$ cat src/rtl/mag_pkg.sv
// Shared types and constants for the nibble-serial magnitude comparator.
package mag_pkg;

  // Width of one compare step.
  localparam int NIB = 4;

  // Sequencer states.
  typedef enum logic [1:0] {
    IDLE = 2'd0,
    RUN  = 2'd1,
    DONE = 2'd2
  } state_e;

  // Cascade state carried from the MSB nibble downwards.
  typedef enum logic [1:0] {
    EQ = 2'b00,
    GT = 2'b01,
    LT = 2'b10
  } cas_e;

  // Map a cascade state onto the {gt, eq, lt} output flags.
  function automatic logic [2:0] cas_flags(input cas_e c);
    logic [2:0] f;
    case (c)
      GT:      f = 3'b100;
      LT:      f = 3'b001;
      default: f = 3'b010;
    endcase
    return f;
  endfunction

endpackage

$ cat src/rtl/mag_nib.sv
// Combinational 4-bit magnitude compare stage with cascade input.
// A decided cascade (GT/LT) passes through; EQ takes this nibble's verdict.
module mag_nib
  import mag_pkg::*;
(
  input  logic [NIB-1:0] a,
  input  logic [NIB-1:0] b,
  input  cas_e           cascade,
  output cas_e           result
);

  // Resolve the cascade with the local nibble compare.
  always_comb begin
    result = cascade;
    if (cascade == EQ) begin
      if (a > b) begin
        result = GT;
      end else if (a < b) begin
        result = LT;
      end
    end
  end

endmodule

$ cat src/rtl/mag_seq.sv
// Sequential magnitude comparator: scans captured operands one nibble per
// cycle from the MSB end through a single mag_nib stage.
// Optional feature: define MAG_SIGNED_EN to add the signed_cmp port, which
// selects a two's-complement compare by flipping both operand sign bits.
module mag_seq
  import mag_pkg::*;
#(
  parameter int WIDTH = 32,
  parameter int EARLY = 1
) (
  input  logic             clk,
  input  logic             resetl,
  input  logic             start,
  input  logic [WIDTH-1:0] a,
  input  logic [WIDTH-1:0] b,
`ifdef MAG_SIGNED_EN
  input  logic             signed_cmp,
`endif
  output logic             busy,
  output logic             done,
  output logic             gto,
  output logic             eqo,
  output logic             lto
);

  localparam int NNIB = WIDTH / NIB;
  localparam int IW   = (NNIB > 1) ? $clog2(NNIB) : 1;

  state_e           state_q, state_d;
  logic [IW-1:0]    idx_q, idx_d;
  cas_e             cas_q, cas_d;
  logic [WIDTH-1:0] a_q, a_d;
  logic [WIDTH-1:0] b_q, b_d;
  logic [2:0]       res_q, res_d;
  logic             cmp_signed;
  cas_e             nib_res;

`ifdef MAG_SIGNED_EN
  logic sgn_q, sgn_d;
  assign cmp_signed = sgn_q;
`else
  assign cmp_signed = 1'b0;
`endif

  // Split the captured operands into nibbles; the top nibble carries the
  // sign-bit flip that turns a signed compare into an unsigned one.
  logic [NIB-1:0] a_nib [NNIB];
  logic [NIB-1:0] b_nib [NNIB];

  genvar gi;
  generate
    for (gi = 0; gi < NNIB; gi++) begin : g_nib
      if (gi == NNIB - 1) begin : g_top
        assign a_nib[gi] = a_q[gi*NIB +: NIB] ^ {cmp_signed, {(NIB-1){1'b0}}};
        assign b_nib[gi] = b_q[gi*NIB +: NIB] ^ {cmp_signed, {(NIB-1){1'b0}}};
      end else begin : g_low
        assign a_nib[gi] = a_q[gi*NIB +: NIB];
        assign b_nib[gi] = b_q[gi*NIB +: NIB];
      end
    end
  endgenerate

  mag_nib u_nib (
    .a       (a_nib[idx_q]),
    .b       (b_nib[idx_q]),
    .cascade (cas_q),
    .result  (nib_res)
  );

  // Next-state logic: capture on start, step nibbles in RUN, pulse in DONE.
  always_comb begin
    state_d = state_q;
    idx_d   = idx_q;
    cas_d   = cas_q;
    a_d     = a_q;
    b_d     = b_q;
    res_d   = res_q;
`ifdef MAG_SIGNED_EN
    sgn_d   = sgn_q;
`endif
    case (state_q)
      IDLE: begin
        if (start) begin
          a_d     = a;
          b_d     = b;
`ifdef MAG_SIGNED_EN
          sgn_d   = signed_cmp;
`endif
          idx_d   = IW'(NNIB - 1);
          cas_d   = EQ;
          state_d = RUN;
        end
      end
      RUN: begin
        cas_d = nib_res;
        if ((idx_q == '0) || ((EARLY != 0) && (nib_res != EQ))) begin
          // Result flags load on the edge into DONE so they change together with done.
          res_d   = cas_flags(nib_res);
          state_d = DONE;
        end else begin
          idx_d = idx_q - IW'(1);
        end
      end
      DONE: begin
        state_d = IDLE;
      end
      default: begin
        state_d = IDLE;
      end
    endcase
  end

  // State and datapath registers with asynchronous reset.
  always_ff @(posedge clk or negedge resetl) begin
    if (!resetl) begin
      state_q <= IDLE;
      idx_q   <= '0;
      cas_q   <= EQ;
      a_q     <= '0;
      b_q     <= '0;
      res_q   <= 3'b010;
`ifdef MAG_SIGNED_EN
      sgn_q   <= 1'b0;
`endif
    end else begin
      state_q <= state_d;
      idx_q   <= idx_d;
      cas_q   <= cas_d;
      a_q     <= a_d;
      b_q     <= b_d;
      res_q   <= res_d;
`ifdef MAG_SIGNED_EN
      sgn_q   <= sgn_d;
`endif
    end
  end

  assign busy            = (state_q != IDLE);
  assign done            = (state_q == DONE);
  assign {gto, eqo, lto} = res_q;

endmodule

$ cat config.mk
export PLATFORM = sky130hd
export DESIGN_NAME = mag_seq
export DESIGN_NICKNAME = d
export VERILOG_FILES = /design/src/rtl/mag_pkg.sv /design/src/rtl/mag_nib.sv /design/src/rtl/mag_seq.sv
export SDC_FILE = /design/constraint.sdc
export NUM_CORES = 1
export LEC_CHECK = 0
export CORE_AREA = 3 3 84 86
export CTS_CLUSTER_SIZE = 25
export DETAILED_ROUTE_END_ITERATION = 10
export DIE_AREA = 0 0 87 89
export PLACE_DENSITY = 0.86
export SYNTH_ARGS = -nofsm -noshare
export SYNTH_HDL_FRONTEND = slang
export SYNTH_SLANG_ARGS = --single-unit
export TNS_END_PERCENT = 5
$ cat constraint.sdc
create_clock -name clk -period 6.79 [get_ports clk]
set_clock_uncertainty 0.15 [all_clocks]
set_input_delay 1.358 -clock clk [delete_from_list [all_inputs] [get_ports clk]]
set_output_delay 1.358 -clock clk [all_outputs]
set_load 0.01 [all_outputs]
### Yosys cells after proc, flatten, opt, wreduce, memory -nomap -nowiden

Cells that the tools add are included.

| operators by class | value |
|---|---|
| add/subtract/negate cells | 1 |
| reduce and logical (&&, ||, !) cells | 12 |
| bitwise gates (word level) | 1 |
| multiplexer cells | 18 |
| eq/ne operators | 7 |
| $lt $le $gt $ge | 3 |

Operators with widths:

| kind | count |
|---|---|
| $bmux W4 S3 | 2 |
| $mux W4 | 4 |
| $mux W2 | 6 |
| $pmux W3 S2 | 2 |
| $pmux W2 S2 | 2 |
| $reduce_and A2 Y1 | 4 |
| $mux W3 | 2 |
| $ne A2 B2 Y1 const B | 3 |
| $reduce_bool A2 Y1 | 3 |
| $eq A2 B1 Y1 const B | 2 |
| $eq A2 B2 Y1 const B | 2 |
| $ge A4 B4 Y1 const B | 1 |
| $gt A4 B4 Y1 | 1 |
| $logic_not A2 Y1 | 2 |
| $lt A4 B4 Y1 | 1 |
| $not A3 Y4 | 1 |
| $logic_not A3 Y1 | 1 |
| $reduce_and A3 Y1 | 1 |
| $sub A3 B1 Y3 const B | 1 |
| $logic_or A1 B1 Y1 | 1 |

| word-level totals | value |
|---|---|
| output and inout bits | 5 |
| register bits after elaboration | 74 |

### Depth between registers and ports, before layout

Gate-level depths: netlist of the first run.

| logic depth | value |
|---|---|
| depth after elaboration | 12 |
| mapped depth | 14 |

### Cells and area by module

From an unflattened synthesis of the first run, not the netlist that was laid out.

| second synthesis, totals | value |
|---|---|
| cell total of the unflattened synthesis | 240 |
| area total of the unflattened synthesis | 3,548.4 µm² |

Modules (own cells, without submodules):

| module | area an instance (µm²) | cells an instance | instances |
|---|---|---|---|
| mag_seq | 3,424.5 | 225 | 1 |
| mag_nib | 123.9 | 15 | 1 |

### Worst setup path after synthesis of the first run

No wires, ideal clock.

| timing path | value |
|---|---|
| path kind | register to register |
| start point | register idx_q[0] |
| end point | register res_q[0] |
| data required time | 6,515 ps |
| path slack | 3,652 ps |
| path buffers | 2 |
| clock period less this slack | 3,138 ps |
| stages on the path, launching flop included | 15 |
| data arrival time | 2,864 ps |
| setup time | 125 ps |
| cells stage by stage | dfrtp_1 -> buf_6 -> buf_6 -> mux4_2 -> mux2i_1 -> ha_1 -> a41oi_1 -> nor2_1 -> a21oi_1 -> inv_1 -> ha_1 -> inv_1 -> a21oi_2 -> nor2_2 -> mux2_2 |

| between the ends | value |
|---|---|
| word-level cells in the longest chain between the ends | 11 |
| elaborated cells on any way between the ends | 19 |

Ends and longest elaborated chain:

| what | RTL line | text |
|---|---|---|
| start, declared | mag_seq.sv:30 | `logic [IW-1:0] idx_q, idx_d;` |
| start signal, assigned | mag_seq.sv:127 | `idx_q <= idx_d;` |
| parallel branches: the longest is 11 deep, another holds $lt A4 B4 Y1 | -- |  |
| end signal, assigned | mag_seq.sv:131 | `res_q <= res_d;` |
| end, declared | mag_seq.sv:34 | `logic [2:0] res_q, res_d;` |

Parallel ways; which one is timed is not known. The select of a mux whose other input is x is not followed.
A chain may end at the register's enable or synchronous reset.

### Worst setup path in the final report of the first run

| timing path | value |
|---|---|
| start point | register idx_q[0] |
| end point | register res_q[2] |

The elaborated chain is that of the path after synthesis.

==> impl_results.md, run 1 <==
- Max VDD drop: 299 uV
- Post-synth top flop: dfrtp_1
- R2R cell count: 12
- Final-report hold violation count: 0
- Synth-to-Final Area Change: 25.2%
- Synth Net Count: 306
- Pins Over Slew Limit: 0
- Max Buffers Root-to-Sink: 2
- # DRC: 0
- Crit path launch type: register
- GRT Residual Overflow: 0
- Reg2reg setup slack: 2870 ps
- Routed WL: 6.45 mm
- DR pass1 iterations: 4
- Final setup fails: 0
- Seq/Total Area, Yosys: 52.8%
- Clock transition at path regs: 70 ps
- Antenna Violating Nets Remaining: 0
- Initial antenna violation count: 0
- Pwr/cell area: 444 nW/um^2
- Minimum clock period: 3920 ps
- Int Pwr: 1330 uW
- Fin nets: 376
- Fin Setup TNS: 0 ps
- # clock sinks: 74
- Largest net degree at the start of global routing: 75
- Seq pwr share: 41.6%
- Routability Congestion: 0.846
- Yosys warns: 0
- Synth cell types: 34
- Hold Startpoint: b_q[9]$_DFFE_PN0P_
- Post-CTS sizing: 0
- Gate Count Post-Synth: 230
- Status: complete, no violations
- Port Buf Inserts: 71
- Sw frac: 31.6%
- WS Path Type: reg2reg
- Hold-fix buffers, CTS: 0
- CP Capture Type: register
- Arr. time, crit path: 4000 ps
- Share of layout cells above drive strength 1: 29.4%
- Worst path required time: 6870 ps
- CTS tree: built
- Worst slack, placed: 2810 ps
- CTS root buf: clkbuf_8
- First-pass GRT wire length: 10.6 mm
- Hold endpoint: b_q[9]$_DFFE_PN0P_
- Vias: 2,089
- Logic pwr share: 41.3%
- FF-to-FF Start: idx_q[0]$_DFFE_PN0P_
- Setup ws final: 2870 ps
- Peak fanout along the critical path: 19
- Worst skew pair latency: 340 ps
- Antenna diodes: 0
- #FFs+latches synth: 74
- Initial DRC Count: 63
- Die area: 7740 sq um
- Crit path launch: idx_q[0]$_DFFE_PN0P_
- Setup bufs post-CTS: 0
- Cell row count: 29
- Chip height: 89 um
- Die Wd: 87 um
- Initial Util: 55.2%
- Hold Path Cell Cnt: 1
- Max-Cap Viols: 0
- Number of synthesized flops with an enable pin: 0
- Clock share of power: 17.1%
- Routed len/inst: 17.0 um
- CTS buffer count: 9
- Worst-Margin Slew: 1070 ps
- H-tree depth: 3
- Core outline area: 6350 sq um
- Min-Delay Path Class: reg2reg
- Vias in the first global route: 2,239
- Endpoint of the worst-slack reg-to-reg timing path: res_q[2]$_DFFE_PN0P_
- Unrepaired setup endpoints after global routing: no
- Tot GR Track Use: 18.0%
- Pleak: 0.00185 uW
- Async SR Flop Fraction: 100%
- Rel. slew slack: 28.6%
- Syn avg cell area: 15.2 sq um
- I/O Pins: 72
- Net Switching: 616 uW
- Period utilization: 57.7%
- Vias per inst: 5.50
- Fmax achieved: 0.255 GHz
- Cell Area, Synth: 3510 sq um
- # fillers: 456
- Hpwl dp: 4.53 mm
-- sequential cells by signal (all words and copies together) (netlist names) --
signal	cells
b_q	32
res_q	3
cas_q	2
state_q	2
a_q	32
idx_q	3
-- per-layer routing --
metal  global-route usage (%)  vias up  part of all wire (%)
met4                     8.22        0                   2.3
met3                     3.41       12                   4.0
met1                     22.8     1053                    43
met5                        0        -                     0
met2                     30.3       51                    51
li1                         -      973                     -
-- cell usage in the layout, fill, tap and decap left out, types with 2 or more instances in the layout --
cell / instances
mux2_2: 50
dfrtp_1: 73
clkdlybuf4s50_1: 70
clkinv_2: 2
nand2b_1: 2
ha_1: 9
mux2i_1: 6
clkbuf_8: 11
inv_1: 8
a21oi_1: 3
a211oi_1: 2
mux2_1: 16
nor2b_1: 2
nand2_1: 13
mux4_2: 16
-- cells in the mapped netlist, types with 2 or more instances --
cell | count | area (sq um)
buf_2 | 3 | 15.0
dfrtp_1 | 73 | 1830
mux2_2 | 50 | 563
nand2b_1 | 2 | 12.5
nand2_1 | 13 | 48.8
buf_8 | 3 | 45.0
a211oi_1 | 2 | 15.0
a21oi_1 | 3 | 15.0
ha_1 | 9 | 113
mux4_2 | 16 | 360
buf_6 | 2 | 22.5
buf_4 | 4 | 30.0
inv_1 | 8 | 30.0
nor2b_1 | 2 | 12.5
mux2i_1 | 6 | 60.1
mux2_1 | 16 | 180
-- cells by family after synthesis --
logic type	synth area share [%]
AOI/OAI and AO/OA	3.07
adders and majority gates	3.21
buffers and inverters	4.17
DFF	52.8
muxes	33.2
and+or+nand+nor	3.53
-- worst max path at each step --
stage	endpoint	slack, ps	cells past startpoint
after floorplan	res_q[0]$_DFFE_PN0P_	3650	14
after global placement	res_q[2]$_DFFE_PN0P_	2900	12
after detailed placement	res_q[2]$_DFFE_PN0P_	2810	12
after CTS	res_q[2]$_DFFE_PN0P_	2810	12
after global routing	res_q[0]$_DFFE_PN0P_	2470	12
final	res_q[2]$_DFFE_PN0P_	2870	12
-- cell type report --
cell class	count	area, sq um	share of cell area [%]
clock buffers	11	151	3.45
clock inverters	3	40.0	0.912
inverters	9	33.8	0.769
multi-input cells	135	1510	34.3
flip-flops and latches	74	1850	42.2
well taps	77	96.3	2.19
repair buffers	71	708	16.1
-- power groups by stage --
stage	registers [uW]	logic [uW]	clock network [uW]
after floorplan	743	683	0
after global placement	806	781	0
after detailed placement	821	805	0
after CTS	813	815	339
after global routing	842	898	357
final	811	804	333
-- stage by stage --
step	cell area, sq um	instances	util, %	power [uW]	hold slack (ps)
floorplan	3510	230	-	1430	302
global placement	4200	366	66.1	1590	313
detailed placement	4200	366	66.1	1630	317
CTS	4390	380	69.1	1970	340
global route	4390	380	69.1	2100	345
finish	4390	380	69.1	1950	333
-- critical path, cell delays in order (launching register included) --
cell	delay [ps]
dfrtp_1	1050
mux4_2	640
mux2i_1	220
ha_1	290
a41oi_1	200
nor2_1	60
a21oi_1	200
inv_1	90
ha_1	200
inv_1	90
a21oi_2	50
nor2_2	200
mux2_2	370
Note: power is estimated with default switching activity, not from simulation.
==> inputs of run 2 (changes only) <==
Settings changed: CORE_AREA 3 3 84 86 to 3 3 87 89, DIE_AREA 0 0 87 89 to 0 0 90 92, PLACE_DENSITY 0.86 to 0.81.
Clock period 6.79 ns to 3.75 ns, I/O delays scaled along.
==> run 2 against run 1 <==
Compared with the run above: global-route usage decreased by 0.097 points; cell count increased by 6.8%; sequential share of layout area decreased by 0.74 points; register-to-register slack got worse by 2600 ps; flip-flop and latch count unchanged; clock power increased by 83%; core utilization decreased by 3.7 points; sequential power increased by 78%; fmax increased by 12%; count of clock-buffer cells in the layout increased by 1; critical endpoint unchanged.
==> impl_results.md, run 2 (same netlist as run 1, synthesis figures left out) <==
- Worst skew pair latency: 350 ps (was 340 ps)
- I/O Pins: 72 (unchanged)
- Routability Congestion: 0.755 (was 0.846)
- WS Path Type: reg2reg (unchanged)
- Status: complete, no violations (unchanged)
- Die area: 8280 sq um (was 7740 sq um)
- FF-to-FF Start: idx_q[0]$_DFFE_PN0P_ (unchanged)
- Final setup fails: 0 (unchanged)
- Crit path launch type: register (unchanged)
- Routed WL: 6.75 mm (was 6.45 mm)
- Routed len/inst: 16.6 um (was 17.0 um)
- Worst-Margin Slew: 897 ps (was 1070 ps)
- Worst-path cell chain: buf_4 > mux4_2 > nand2_1 > nand2_1 > ha_1 > nor2b_1 > o211ai_1 > a21oi_1 > inv_1 > ha_1 > inv_1 > a21oi_2 > nor2_2 > mux2_2 (was mux4_2 > mux2i_1 > ha_1 > a41oi_1 > nor2_1 > a21oi_1 > inv_1 > ha_1 > inv_1 > a21oi_2 > nor2_2 > mux2_2)
- Vias per inst: 5.26 (was 5.50)
- First-pass GRT wire length: 11.7 mm (was 10.6 mm)
- Post-CTS sizing: 0 (unchanged)
- Final-report hold violation count: 0 (unchanged)
- Largest net degree at the start of global routing: 75 (unchanged)
- Cell row count: 30 (was 29)
- # clock sinks: 74 (unchanged)
- Share of layout cells above drive strength 1: 30.3% (was 29.4%)
- Tot Pwr: 3580 uW (was 1950 uW)
- Hpwl dp: 4.99 mm (was 4.53 mm)
- Initial DRC Count: 134 (was 63)
- Worst path buffer plus inverter count: 3 (was 2)
- Pwr/cell area: 801 nW/um^2 (was 444 nW/um^2)
- H-tree depth: 3 (unchanged)
- Fin Setup TNS: 0 ps (unchanged)
- CTS tree: built (unchanged)
- Max Buffers Root-to-Sink: 2 (unchanged)
- Hold-fix buffers, CTS: 0 (unchanged)
- GRT Residual Overflow: 0 (unchanged)
- Tot GR Track Use: 17.9% (was 18.0%)
- Rel. slew slack: 40.2% (was 28.6%)
- Initial antenna violation count: 0 (unchanged)
- Max incr delay on CP: 520 ps (was 1050 ps)
- Crit path launch: idx_q[0]$_DFFE_PN0P_ (unchanged)
- Pleak: 0.00187 uW (was 0.00185 uW)
- Chip height: 92 um (was 89 um)
- Arr. time, crit path: 3580 ps (was 4000 ps)
- # DRC: 0 (unchanged)
- Setup bufs post-CTS: 0 (unchanged)
- Fin nets: 381 (was 376)
- Pins Over Slew Limit: 0 (unchanged)
- CTS buffer count: 9 (unchanged)
- Min-Delay Path Class: reg2reg (unchanged)
- Initial Util: 51.3% (was 55.2%)
- Peak fanout along the critical path: 8 (was 19)
- Vias in the first global route: 2,377 (was 2,239)
- Max-Cap Viols: 0 (unchanged)
- Unrepaired setup endpoints after global routing: no (unchanged)
- Fmax achieved: 0.286 GHz (was 0.255 GHz)
- Die Wd: 90 um (was 87 um)
- Commonest non-fill, non-tap cells in the layout: 73 x dfrtp_1, 70 x clkdlybuf4s50_1, 50 x mux2_2 (unchanged)
- Synth-to-Final Area Change: 27.4% (was 25.2%)
- Crit path max-delay family: multiplexers (unchanged)
- Vias: 2,137 (was 2,089)
- Reg2reg setup slack: 250 ps (was 2870 ps)
- DR pass1 iterations: 4 (unchanged)
- Period utilization: 93.4% (was 57.7%)
- Most common cell after layout, fill and taps aside: dfrtp_1 (unchanged)
- Clock transition at path regs: 80 ps (was 70 ps)
- Hold Startpoint: res_q[1]$_DFFE_PN1P_ (was b_q[9]$_DFFE_PN0P_)
- Port Buf Inserts: 71 (unchanged)
- Top Registers: a_q (32), b_q (32) (unchanged)
- Minimum clock period: 3500 ps (was 3920 ps)
- Max VDD drop: 402 uV (was 299 uV)
- Core outline area: 6830 sq um (was 6350 sq um)
- CP max-delay cell: dfrtp_1 (unchanged)
- CTS root buf: clkbuf_8 (unchanged)
- CP Capture Type: register (unchanged)
- Antenna diodes: 0 (unchanged)
- Antenna Violating Nets Remaining: 0 (unchanged)
- Worst path required time: 3820 ps (was 6870 ps)
==> run 2: cell count changes in the layout (fill, tap and decap cells not counted) <==
cell / change
buf_12: +1
buf_4: +4
clkbuf_1: +2
clkbuf_8: -1
clkinv_2: -1
clkinv_4: +1
clkinvlp_4: +1
==> run 2: stage by stage <==
step           util, %  hold slack, ps  area (sq um)  std cells  worst slack, ps
2_1_floorplan        -             302          3510        230              612
4_1_cts           65.4             326          4470        406              241
5_1_grt           65.4             351          4470        406             4.74
6_report          65.4             324          4470        406              248
3_5_place_dp      62.5             315          4270        390              281
3_3_place_gp      62.5             314          4270        390              363
==> run 2: cell type report <==
type	count	area (sq um)
fillers	504	2360
repair buffers	76	758
clock buffers	12	145
well taps	96	120
clock inverters	4	51.3
multi-input cells	135	1510
flip-flops and latches	74	1850
inverters	9	33.8
==> run 2: worst paths after layout <==
path	depth (start not counted)	to
min	2	res_q[1]$_DFFE_PN1P_
max reg2reg	14	res_q[2]$_DFFE_PN0P_
max in group asynchronous	1	a_q[3]$_DFFE_PN0P_
max	14	res_q[2]$_DFFE_PN0P_
min in group asynchronous	1	b_q[7]$_DFFE_PN0P_
min reg2reg	2	res_q[1]$_DFFE_PN1P_
==> run 2: power breakdown <==
part	switching, uW	leakage (uW)	internal (uW)
registers	241	0.000864	1200
logic	627	0.000912	905
clock network	283	0.0000966	326
total	1150	0.00187	2430
==> run 2: worst reg2reg max path, delay by kind of cell, from the launching register on <==
family                     cells  cell delay, ps
AOI/OAI and AO/OA              3             430
muxes                          2             880
DFF                            1             520
adders and majority gates      2             490
buffers and inverters          3             450
and+or+nand+nor                4             460
==> run 2: per-layer routing <==
layer / GRT usage, % / vias to the layer above / routed length [um]
met1: 23.5 / 1095 / 3000
met4: 6.89 / 0 / 125
met5: 0 / - / 0
li1: - / 985 / -
met2: 29.2 / 47 / 3390
met3: 4.02 / 10 / 246
==> inputs of run 3 (changes only) <==
Settings changed: HOLD_SLACK_MARGIN set to 0.12.
==> results of run 3 <==
The final DEF is identical to that of run 2; final timing and power are the same.
==> RTL edit 1, RTL diff (settings of run 1) <==
Take the reset off `a_q` and `b_q` and load them in a clocked block of their own.
--- a/src/rtl/mag_seq.sv
+++ b/src/rtl/mag_seq.sv
@@ -116,8 +116,6 @@
       state_q <= IDLE;
       idx_q   <= '0;
       cas_q   <= EQ;
-      a_q     <= '0;
-      b_q     <= '0;
       res_q   <= 3'b010;
 `ifdef MAG_SIGNED_EN
       sgn_q   <= 1'b0;
@@ -126,13 +124,16 @@
       state_q <= state_d;
       idx_q   <= idx_d;
       cas_q   <= cas_d;
-      a_q     <= a_d;
-      b_q     <= b_d;
       res_q   <= res_d;
 `ifdef MAG_SIGNED_EN
       sgn_q   <= sgn_d;
 `endif
     end
+  end
+
+  always_ff @(posedge clk) begin
+    a_q <= a_d;
+    b_q <= b_d;
   end
 
   assign busy            = (state_q != IDLE);
Function: no difference found for any inputs over 10 cycles, from zero or initial values and one cycle with resetl low; that may be too few to reach the edited logic, so the function may still have changed.
==> RTL edit 1 against run 1 <==
Power shrank 24%; critical path depth grew 1; wire length shrank 16%; area after synthesis shrank 12%; first-iteration DRC count grew 60%; final area shrank 7.8%; sequential cell count is the same; worst setup slack lost 0.060 ns; via count shrank 18%; critical endpoint is now res_q[0]; highest routed layer unchanged.
==> RTL edit 1: results (changes against run 1) <==
Cell family with most CP delay: flip-flops (was multiplexers)
R2r setup slk: 2.81 ns (was 2.87 ns)
Post-synth EDFFs: 64 (was 0)
Final hold slack: 0.356 ns (was 0.333 ns)
Register area share after synthesis: 0.701 (was 0.528)
Routing usage on met2: 0.261 (was 0.303)
R2R depth: 13 (was 12)
Routed vias: 1716 (was 2089)
Global-route wire length before repair: 8920 µm (was 10600 µm)
Leak: 1.49 nW (was 1.85 nW)
WL/cell: 16.5 µm (was 17.0 µm)
Top cells by area, synth: edfxtp_1 (62%), dfrtp_1 (7.3%), mux4_1 (6.8%) (was dfrtp_1 (52%), mux2_2 (16%), mux4_2 (10%))
Share of post-route cells with drive strength above 1: 0.128 (was 0.294)
Met3 usage: 0.0581 (was 0.0341)
Final Cycle Share: 0.586 (was 0.577)
Hold EP: res_q[1] (was b_q[9])
Async set or reset register ratio after synthesis: 0.135 (was 1.00)
Met3 routed WL: 316 µm (was 261 µm)
CP arrival: 4.06 ns (was 4.00 ns)
Status: completed (unchanged)
Final net count: 321 (was 376)
Vias in the first global route: 1837 (was 2239)
Largest net degree at the start of global routing: 65 (was 75)
Gr usage total: 0.157 (was 0.180)
Pre-CTS setup slack: 2.80 ns (was 2.81 ns)
Worst Tran Pin Value: 0.993 ns (was 1.07 ns)
VDD IR-drop max: 296 µV (was 299 µV)
Synth top cells by count: edfxtp_1 (64), nand2_1 (14), dfrtp_1 (9), ha_1 (9) (was dfrtp_1 (73), mux2_2 (50), mux2_1 (16), mux4_2 (16), nand2_1 (13))
Post-DP Area: 3870 µm² (was 4200 µm²)
Detailed placement HPWL: 3840 µm (was 4530 µm)
GR Util met1: 0.190 (was 0.228)
Hold Path Depth: 2 (was 1)
Capture point of the critical path: res_q[0] (was res_q[2])
Routed wire length: 5400 µm (was 6450 µm)
Hold Path Origin: res_q[1] (was b_q[9])
Netlist cell types: 28 (was 34)
Syn_area_per_cell: 18.5 µm² (was 15.2 µm²)
Main synth FF type: edfxtp_1 (was dfrtp_1)
Post-synth net total: 244 (was 306)
Initial drt markers: 101 (was 63)
RePlAce Congestion: 0.824 (was 0.846)
Worst path max stage delay: 1.00 ns (was 1.05 ns)
Met2 WL post-DR: 2840 µm (was 3270 µm)
Placed Cells: 311 (was 366)
-- RTL edit 1: layout make-up --
| cell class | instances | area [µm²] |
|---|---|---|
| fill | 441 | 2300 |
| sequential | 74 | 2170 |
| multi-input combinational | 80 | 855 |
| timing repair buffer | 72 | 718 |
| clock buffer | 9 | 124 |
| tap | 77 | 96.3 |
| clock inverter | 7 | 52.6 |
| inverter | 8 | 30.0 |
-- RTL edit 1: kinds of logic (layout without fill, tap and decap cells) --
logic type	after synthesis	count (layout)	synth area share
AOI/OAI and AO/OA	16	16	0.0359
and+or+nand+nor	30	30	0.0428
buffers and inverters	14	96	0.0262
DFF	74	74	0.701
muxes	25	25	0.158
adders and majority gates	9	9	0.0363
-- RTL edit 1: report_power, final --
part | switching (mW) | internal, mW
clock network | 0.170 | 0.135
logic | 0.233 | 0.252
registers | 0.0707 | 0.617
==> RTL edit 2, RTL diff (config.mk and constraints of run 1) <==
Made on the original files. Set the package constant `NIB` to 8 (it was 4).
--- a/src/rtl/mag_pkg.sv
+++ b/src/rtl/mag_pkg.sv
@@ -2,7 +2,7 @@
 package mag_pkg;
 
   // Width of one compare step.
-  localparam int NIB = 4;
+  localparam int NIB = 8;
 
   // Sequencer states.
   typedef enum logic [1:0] {
Function: changed (Yosys sat finds a counterexample within 4 cycles, from zero or initial values and one cycle with resetl low).
==> RTL edit 2 against run 1 <==
Core utilization is 3.2 points higher; critical path type is now in2reg; combinational power is 23% higher; highest routed layer unchanged; power is 11% higher; wire length is 4.7% higher; worst setup slack better by 0.26 ns; non-clock buffer count is 3 higher; final area is 4.6% higher; die area stayed put; sequential cell count is 1 lower; area after synthesis is 3.9% higher; global-route usage is 1.8 points higher.
==> RTL edit 2: results (changes against run 1) <==
Share of post-route cells with drive strength above 1: 0.349 (was 0.294)
Synth top cells by count: dfrtp_1 (72), mux2_4 (40), mux2_2 (26) (was dfrtp_1 (73), mux2_2 (50), mux2_1 (16), mux4_2 (16), nand2_1 (13))
RePlAce Congestion: 0.809 (was 0.846)
Synth Area in Compound Gates: 0.0247 (was 0.0307)
H-tree depth: 3 (unchanged)
GR Util met1: 0.243 (was 0.228)
Reg-to-reg startpoint: idx_q[1] (was idx_q[0])
Post-CTS Resized: 0 (unchanged)
Number of buffers created by CTS: 9 (unchanged)
Post-synthesis adder-cell area fraction: 0.0412 (was 0.0321)
R2r endpoint: idx_q[1] (was res_q[2])
Post-synthesis mux area share: 0.354 (was 0.332)
Final hold slack: 0.321 ns (was 0.333 ns)
Gr usage total: 0.199 (was 0.180)
Clk root buf: clkbuf_8 (unchanged)
Worst-skew pair later-pin latency: 0.35 ns
Worst path max stage delay: 0.74 ns (was 1.05 ns)
Status: completed (unchanged)
Largest net degree at the start of global routing: 74 (was 75)
Detailed placement HPWL: 4680 µm (was 4530 µm)
Async set or reset register ratio after synthesis: 1.00 (unchanged)
Clock buffer depth: 2 (unchanged)
R2r setup slk: 3.34 ns (was 2.87 ns)
Drt pass-1 iters: 5 (was 4)
Cell Int Power: 1.49 mW (was 1.33 mW)
VDD IR-drop max: 290 µV (was 299 µV)
Initial drt markers: 80 (was 63)
Met3 usage: 0.0728 (was 0.0341)
Vias per inst: 5.45 (was 5.50)
Routing usage on met2: 0.320 (was 0.303)
CP arrival: 3.75 ns (was 4.00 ns)
Global-route wire length before repair: 11400 µm (was 10600 µm)
Vias in the first global route: 2283 (was 2239)
R2R depth: 11 (was 12)
Netlist cell types: 28 (was 34)
Routed wire length: 6750 µm (was 6450 µm)
Main synth FF type: dfrtp_1 (unchanged)
Worst Tran Pin Value: 0.976 ns (was 1.07 ns)
Post-CTS repair timing setup buffer count: 0 (unchanged)
Port Buf Inserts: 71 (unchanged)
Xor/xnor share of the synthesized area: 0 (unchanged)
Hold Path Depth: 2 (was 1)
Cell family with most CP delay: buffers and inverters (was multiplexers)
Hold Path Origin: res_q[1] (was b_q[9])
Largest registers: a_q x32, b_q x32, res_q x3 (was a_q x32, b_q x32)
Hold EP: res_q[1] (was b_q[9])
CP max FO: 38 (was 19)
Top cells by area, synth: dfrtp_1 (49%), mux2_4 (16%), mux2_2 (8.0%) (was dfrtp_1 (52%), mux2_2 (16%), mux4_2 (10%))
Post-synth net total: 304 (was 306)
Cell at the slowest stage of the critical path: nor2_4 (was dfrtp_1)
Final net count: 378 (was 376)
Register area share after synthesis: 0.502 (was 0.528)
Leak: 2.07 nW (was 1.85 nW)
## RTL edit 2: how the worst max path moves through the flow
stage                  start       end  slack (ns)  cells past startpoint
floorplan           idx_q[0]  res_q[0]        3.70                     12
global placement       start    a_q[1]        2.78                      5
detailed placement     start   b_q[24]        2.76                      5
CTS                    start   b_q[16]        3.14                      5
global route           start   b_q[16]        3.03                      5
finish                 start    a_q[3]        3.13                      5
## RTL edit 2: metrics by stage
step           setup WS [ns]  cells  instance area, µm²
4_1_cts                 3.14    381                4590
3_5_place_dp            2.76    365                4360
6_report                3.13    381                4590
3_3_place_gp            2.78    365                4360
2_1_floorplan           3.70    225                3640
5_1_grt                 3.03    381                4590
## RTL edit 2: tightest hold or removal path, cell delays in order (launching register included)
cell	delay, ns
dfstp_2	0.37
inv_1	0.04
mux2i_1	0.06
## RTL edit 2: cell families after synthesis
family	after synthesis
compound gates	13
mux	83
simple gates	20
fa+ha+maj	12
buf+inv	24
flops	73
## RTL edit 2: routing by layer
| metal | up-vias | share of wire | wire [µm] |
|---|---|---|---|
| met5 | - | 0 | 0 |
| met4 | 0 | 0.025 | 169 |
| met3 | 16 | 0.052 | 353 |
| met2 | 56 | 0.50 | 3400 |
| met1 | 1042 | 0.42 | 2830 |
| li1 | 961 | - | - |
## RTL edit 2: area by class of cell
class	instances	area [µm²]
clock buffers	11	151
inverters	13	48.8
fillers	437	1760
repair buffers	74	728
multi-input cells	128	1660
flip-flops and latches	73	1830
well taps	77	96.3
clock inverters	5	77.6
## RTL edit 2: power by group through the flow
stage	registers, mW	logic [mW]	clock network (mW)
final	0.795	0.988	0.384
after global routing	0.827	1.09	0.411
after CTS	0.798	1.00	0.392
after detailed placement	0.801	0.986	0
after global placement	0.789	0.939	0
after floorplan	0.742	0.813	0
